### config.mk
export PLATFORM = sky130hd
export DESIGN_NAME = dmg_timer_unit
export DESIGN_NICKNAME = d
export VERILOG_FILES = /design/src/rtl/dmg_timer_unit.sv
export SDC_FILE = /design/constraint.sdc
export NUM_CORES = 1
export LEC_CHECK = 0
export BUFFER_PORTS_ARGS = -buffer_cell sky130_fd_sc_hd__buf_2
export CORE_AREA = 4 4 86 88
export CTS_CLUSTER_SIZE = 40
export DETAILED_ROUTE_END_ITERATION = 10
export DIE_AREA = 0 0 90 92
export GPL_ROUTABILITY_DRIVEN = 1
export PLACE_DENSITY_LB_ADDON = 0.08
export SETUP_SLACK_MARGIN = 0.1
export SLEW_MARGIN = 20
export SYNTH_ARGS = -nofsm -noshare
export SYNTH_HDL_FRONTEND = slang
export SYNTH_SLANG_ARGS = --single-unit
### constraint.sdc
create_clock -name clk -period 2.91 [get_ports clk]
set_input_delay 0.4365 -clock clk [delete_from_list [all_inputs] [get_ports clk]]
set_output_delay 0.4365 -clock clk [all_outputs]
set_load 0.01 [all_outputs]
### src/rtl/dmg_timer_unit.sv
// DMG timer/divider at FF04-FF07: DIV, TIMA, TMA, TAC with falling-edge tick
// detection and the one-M-cycle delayed TMA reload that raises IRQ_TIMER.
module dmg_timer_unit #(
  parameter int OVF_DELAY = 4
) (
  input  logic        clk,
  input  logic        rst,
  input  logic [15:0] ADDR,
  input  logic        WR,
  input  logic        RD,
  input  logic [7:0]  MMIO_DATA_out,
  output logic [7:0]  MMIO_DATA_in,
  output logic        IRQ_TIMER
);

  localparam int CW = $clog2(OVF_DELAY + 1);

  typedef enum logic [0:0] {
    S_IDLE,
    S_OVF_WAIT
  } state_t;

  state_t          r_state;
  logic [15:0]     r_div_cnt;
  logic [7:0]      r_tima;
  logic [7:0]      r_tma;
  logic [2:0]      r_tac;
  logic            r_tick_prev;
  logic [CW-1:0]   r_ovf_cnt;
  logic            r_irq;

  state_t          w_state_nxt;
  logic [7:0]      w_tima_nxt;
  logic [CW-1:0]   w_ovf_nxt;
  logic            w_irq_nxt;
  logic            w_sel_bit;
  logic            w_tick_now;
  logic            w_fall;
  logic            w_wr_div;
  logic            w_wr_tima;
  logic            w_wr_tma;
  logic            w_wr_tac;
  logic [7:0]      w_tma_eff;
  logic            w_unused_rd;

  // Reads are side-effect free, so the read strobe carries no information here.
  assign w_unused_rd = RD;

  assign w_wr_div  = WR && (ADDR == 16'hFF04);
  assign w_wr_tima = WR && (ADDR == 16'hFF05);
  assign w_wr_tma  = WR && (ADDR == 16'hFF06);
  assign w_wr_tac  = WR && (ADDR == 16'hFF07);

  // A TMA write landing on the reload edge must feed the reload itself.
  assign w_tma_eff = w_wr_tma ? MMIO_DATA_out : r_tma;

  always_comb begin
    // NOTE: every combinational output gets a default first so no path infers a latch.
    w_sel_bit = 1'b0;
    unique case (r_tac[1:0])
      2'b00: w_sel_bit = r_div_cnt[9];
      2'b01: w_sel_bit = r_div_cnt[3];
      2'b10: w_sel_bit = r_div_cnt[5];
      2'b11: w_sel_bit = r_div_cnt[7];
    endcase
  end

  // DIV clears and TAC edits change these immediately, so they can create real edges.
  assign w_tick_now = r_tac[2] & w_sel_bit;
  assign w_fall     = r_tick_prev & ~w_tick_now;

  always_comb begin
    w_state_nxt = r_state;
    w_tima_nxt  = r_tima;
    w_ovf_nxt   = r_ovf_cnt;
    w_irq_nxt   = 1'b0;
    unique case (r_state)
      S_IDLE: begin
        if (w_wr_tima) begin
          w_tima_nxt = MMIO_DATA_out;
        end else if (w_fall) begin
          if (r_tima == 8'hFF) begin
            w_tima_nxt  = 8'h00;
            w_ovf_nxt   = CW'(1);
            w_state_nxt = S_OVF_WAIT;
          end else begin
            w_tima_nxt = r_tima + 8'd1;
          end
        end
      end
      S_OVF_WAIT: begin
        if (r_ovf_cnt == CW'(OVF_DELAY)) begin
          w_tima_nxt  = w_tma_eff;
          w_irq_nxt   = 1'b1;
          w_ovf_nxt   = '0;
          w_state_nxt = S_IDLE;
        end else if (w_wr_tima) begin
          w_tima_nxt  = MMIO_DATA_out;
          w_ovf_nxt   = '0;
          w_state_nxt = S_IDLE;
        end else begin
          w_ovf_nxt = r_ovf_cnt + CW'(1);
          if (w_fall) begin
            w_tima_nxt = r_tima + 8'd1;
          end
        end
      end
      default: begin
        w_state_nxt = S_IDLE;
      end
    endcase
  end

  always_ff @(posedge clk) begin
    // NOTE: reset is synchronous and uses non-blocking assignments like every other state update.
    if (rst) begin
      r_state     <= S_IDLE;
      r_div_cnt   <= 16'h0000;
      r_tima      <= 8'h00;
      r_tma       <= 8'h00;
      r_tac       <= 3'b000;
      r_tick_prev <= 1'b0;
      r_ovf_cnt   <= '0;
      r_irq       <= 1'b0;
    end else begin
      r_state     <= w_state_nxt;
      r_div_cnt   <= w_wr_div ? 16'h0000 : r_div_cnt + 16'd1;
      r_tima      <= w_tima_nxt;
      r_tick_prev <= w_tick_now;
      r_ovf_cnt   <= w_ovf_nxt;
      r_irq       <= w_irq_nxt;
      if (w_wr_tma) begin
        r_tma <= MMIO_DATA_out;
      end
      if (w_wr_tac) begin
        r_tac <= MMIO_DATA_out[2:0];
      end
    end
  end

  always_comb begin
    MMIO_DATA_in = 8'hFF;
    unique case (ADDR)
      16'hFF04: MMIO_DATA_in = r_div_cnt[15:8];
      16'hFF05: MMIO_DATA_in = r_tima;
      16'hFF06: MMIO_DATA_in = r_tma;
      16'hFF07: MMIO_DATA_in = {5'b11111, r_tac};
      default:  MMIO_DATA_in = 8'hFF;
    endcase
  end

  assign IRQ_TIMER = r_irq;

endmodule

Word level (Yosys, flattened, before mapping)
Index checks and enable logic that the tools add are counted.
{"block": "word_totals", "reg_bits": 41, "output_inout_bits": 9}
{"block": "op_classes", "add_sub_neg": 3, "eq_ne": 14, "muxes": 23, "bitwise_logic": 4, "n_reduce_logical": 9}
{"op": "$eq 16x16->1 const B", "count": 4}
{"op": "$mux 8", "count": 7}
{"op": "$pmux 8 s4", "count": 1}
{"op": "$add 16x1->16 const B", "count": 1}
{"op": "$pmux 8 s2", "count": 1}
{"op": "$mux 3", "count": 5}
{"op": "$add 8x1->8 const B", "count": 1}
{"op": "$eq 8x8->1 const B", "count": 1}
{"op": "$mux 1", "count": 6}
{"op": "$ne 2x2->1 const B", "count": 3}
{"op": "$pmux 3 s2", "count": 1}
{"op": "$eq 2x2->1 const B", "count": 2}
{"op": "$logic_and 1x1->1", "count": 4}
{"op": "$ne 4x1->1 const B", "count": 1}
{"op": "$pmux 1 s4", "count": 1}
{"op": "$reduce_or 2->1", "count": 2}
{"op": "$add 3x1->3 const B", "count": 1}
{"op": "$eq 3x3->1 const B", "count": 1}
{"op": "$ne 3x3->1 const B", "count": 1}
{"op": "$reduce_and 3->1", "count": 1}
{"op": "$and 1x1->1", "count": 2}
{"op": "$eq 2x1->1 const B", "count": 1}
{"op": "$logic_not 2->1", "count": 1}
{"op": "$not 1->1", "count": 2}
{"op": "2 further kinds", "count": 2}

Longest topological paths before layout
{"block": "depth", "depth_word": 9, "mapped_depth": 8, "mapped_depth_nobuf": 8}

Least setup slack after synthesis
Ideal clock, no wire load.
{"block": "synth_path", "path_kind": "input port to flip-flop", "from": "input port ADDR[3]", "to": "register r_tima[7]", "arrival_ns": 2.160, "setup_slack_ns": 0.630, "path_stages": 6, "n_path_buf": 0, "cell_sequence": "or4b_4 > or4_4 > o21ai_4 > a31oi_1 > o21a_1 > o31a_1"}
{"block": "synth_via", "elab_chain_len": 5}
{"item": "from (decl)", "line": "8", "text": "input logic [15:0] ADDR,"}
{"item": "$eq 16x16->1, on equally long branches", "line": "50, 51"}
{"item": "$logic_and 1x1->1, on equally long branches", "line": "50, 51"}
{"item": "$mux 8, on equally long branches"}
{"item": "$mux 8", "line": "92", "text": "if (r_ovf_cnt == CW'(OVF_DELAY)) begin"}
{"item": "$pmux 8 s2", "line": "77", "text": "unique case (r_state)"}
{"item": "to (signal assigned)", "line": "128", "text": "r_tima <= w_tima_nxt;"}
{"item": "to (decl)", "line": "25", "text": "logic [7:0] r_tima;"}
Several ways; a longest one is shown, not always the timed one.
A chain may end at the register's enable or synchronous reset.

Worst setup path in the final report
{"block": "layout_path", "from": "input port ADDR[3]", "to": "register r_tima[4]"}
Same word-level chain as after synthesis.

==> impl_results.md <==
* Final wirelength at 5.83 mm
* Setup CP Type: input pin to flop
* Worst-path cell chain: buf_2 > or4b_4 > nor4_2 > buf_4 > nand3_1 > a31oi_2 > o21ai_0 > o21ai_0
* Most used cell, CP: o21ai_0
* FFs w/ async S/R, synth at 0
* Final ANT Viol Nets at 0
* Nets at 330
* Final hold vios at 0
* Clock root buffer: clkbuf_8
* Yosys warning count at 0
* Post-layout min period at 2.26 ns
* Ys flop type: dfxtp_1
* DR vias/cell at 5.22
* Pre-antenna DRT Iters at 4
* Post-CTS Setup Bufs at 0
* Slew margin rel. at 0.519
* Die Ht at 92 µm
* Synth Instances at 260
* Fmax at 443 MHz
* Die area at 8280 µm²
* IO Port Bufs at 35
* Hpwl dp at roughly 4.3 mm
* Clk buf depth at 2
* Max-slew violations at 0
* Worst slew pin tran at slightly above 0.7 ns
* Hold Buf Count CTS at 0
* Synth Area per Inst at 8.66 µm²
* Total vias in the final route at 1,973
* Clock latency on the worst-skew pair at 0.29 ns
* Syn nets at 292
* Most common cell after layout, fill and taps aside: dfxtp_1
* Status: complete, no violations
* CTS tree: done
* Part of the cycle the worst path needs at 0.776
* Max Cap Viol at 0
* Post-synth EDFFs at 0
* Critical Path Max Stage Delay at 0.54 ns
* Pin count of the biggest net entering global routing at 23
* Critical path launch point type: input pin
* Crit. End Element: flop
* First-pass GRT wire length at about 9.7 mm
* Most frequent cells in the layout: 41 x dfxtp_1, 35 x buf_2, 34 x nor2_1
* Pleak at approximately 0.00094 µW
* Vias in the first global route at 1,954
* Fin area at 2620 µm²
* ANT cells at 0
* Starting density of the core at 0.339
* DRC viols at 0
* Drt first-iter violations at 78
* Clk sink count at 41
* Core Rows at 30
* Share of post-route cells with drive strength above 1 at 0.211
* Yosys cell types at 47
* HP Class: input pin to flop
* Core ar. at approximately 6600 µm²
* Boundary Pins at 37
* PwrDens at 390 nW/µm²
* Hold path start: MMIO_DATA_out[3]
* Fin Setup TNS at 0 ns
* CTS Buf Count at 5
* Drt wl/cell at ~15 µm
* Worst EP required at about 3.1 ns
* R2R Path Start: r_ovf_cnt[0]
* Final GP Congestion at just over 0.8
* GRT Total Usage at 0.146
* Setup Skew at 0.00741 ns
* Setup violators final at 0
* Max VDD drop at 0.143 mV
* Setup repair after global routing missed its margin: no
* Synth-to-Final Area Change at 16.2%
* Slowest cell on crit path: or4b_4
* Antenna violations before repair at 0
* CTS resizes at 0
* Critical Path AT at 2.48 ns
* Origin of the worst setup path: ADDR[3]
* Yosys reg bits at 41
* Seq/Total Area, Yosys at 0.365
* Clock H-tree levels at 2
* CTS clk-pin slew, worst paths at 0.08 ns
* Horiz. Die Dim at 90 µm
* Placed cell area at roughly 2500 µm²
* Global route total overflow at 0
* Critical path fanouts, max at 12
* Syn Std Cell Area at 2250 µm²
* Layout Utilization at 0.394
-- Yosys cell counts (5+ instances only) --
cell	n	share of area
o22ai_1	11	0.031
nand2_1	27	0.045
mux2i_1	14	0.062
o21ai_0	12	0.027
nor2_1	34	0.057
xor2_1	10	0.039
dfxtp_1	41	0.36
nand3_1	15	0.033
mux2_2	5	0.025
clkbuf_1	5	0.0083
nand2b_1	7	0.019
and3_1	6	0.017
a21oi_1	8	0.018
xnor2_1	6	0.023
inv_1	7	0.012
-- critical path: cells and delay by family --
family                 cells  cell delay, ns
AND/OR/NAND/NOR            3            1.05
AO/OA/AOI/OAI              3            0.66
buffers and inverters      2            0.34
-- path summary, 6_finish.rpt --
| path | end | slack, ns | cells after the start |
|---|---|---|---|
| worst max-delay path | r_tima[4] | 0.65 | 8 |
| worst min-delay path | r_tma[3] | 0.40 | 3 |
| worst max register to register | r_tima[2] | 0.83 | 8 |
| worst min register to register | r_div_cnt[0] | 0.47 | 1 |
-- power breakdown --
part | internal (µW) | switching (µW)
logic | 26.3 | 37.8
clock network | 188 | 200
registers | 564 | 3.16
-- registers in the layout (all words and copies together) (netlist names) --
register,count
IRQ_TIMER,1
r_div_cnt,16
r_ovf_cnt,3
r_state,1
r_tac,3
r_tick_prev,1
r_tima,8
r_tma,8
-- kinds of logic after synthesis --
kind of cell | count (synthesis) | synth area share
AND/OR/NAND/NOR | 109 | 0.239
AO/OA/AOI/OAI | 52 | 0.166
flip-flops | 41 | 0.365
multiplexers | 22 | 0.117
XOR/XNOR | 16 | 0.0623
buffers and inverters | 16 | 0.0283
adder cells (fa/ha/maj) | 4 | 0.0222
-- routing by layer --
layer  GRT usage  part of all wire
met1       0.198              0.48
met2       0.233              0.46
met3      0.0287             0.037
met4      0.0497             0.016
met5           0                 0
-- area by class of cell --
cell class | instances | area (µm²)
Sequential cell | 41 | 821
Clock inverter | 1 | 7.51
Timing Repair Buffer | 40 | 213
Tap cell | 80 | 100
Fill cell | 711 | 4030
Clock buffer | 6 | 82.6
Inverter | 7 | 26.3
Multi-Input combinational cell | 203 | 1370
-- per-stage QoR --
| stage | instances | setup WS [ns] | hold slack, ns | power [µW] |
|---|---|---|---|---|
| floorplan | 260 | 0.630 | 0.430 | 613 |
| detailed placement | 371 | 0.333 | 0.453 | 645 |
| global placement | 371 | 0.371 | 0.449 | 645 |
| finish | 378 | 0.652 | 0.404 | 1020 |
| global route | 378 | 0.448 | 0.418 | 1070 |
| CTS | 378 | 0.652 | 0.393 | 1040 |
Note: power is estimated with default switching activity, not from simulation.
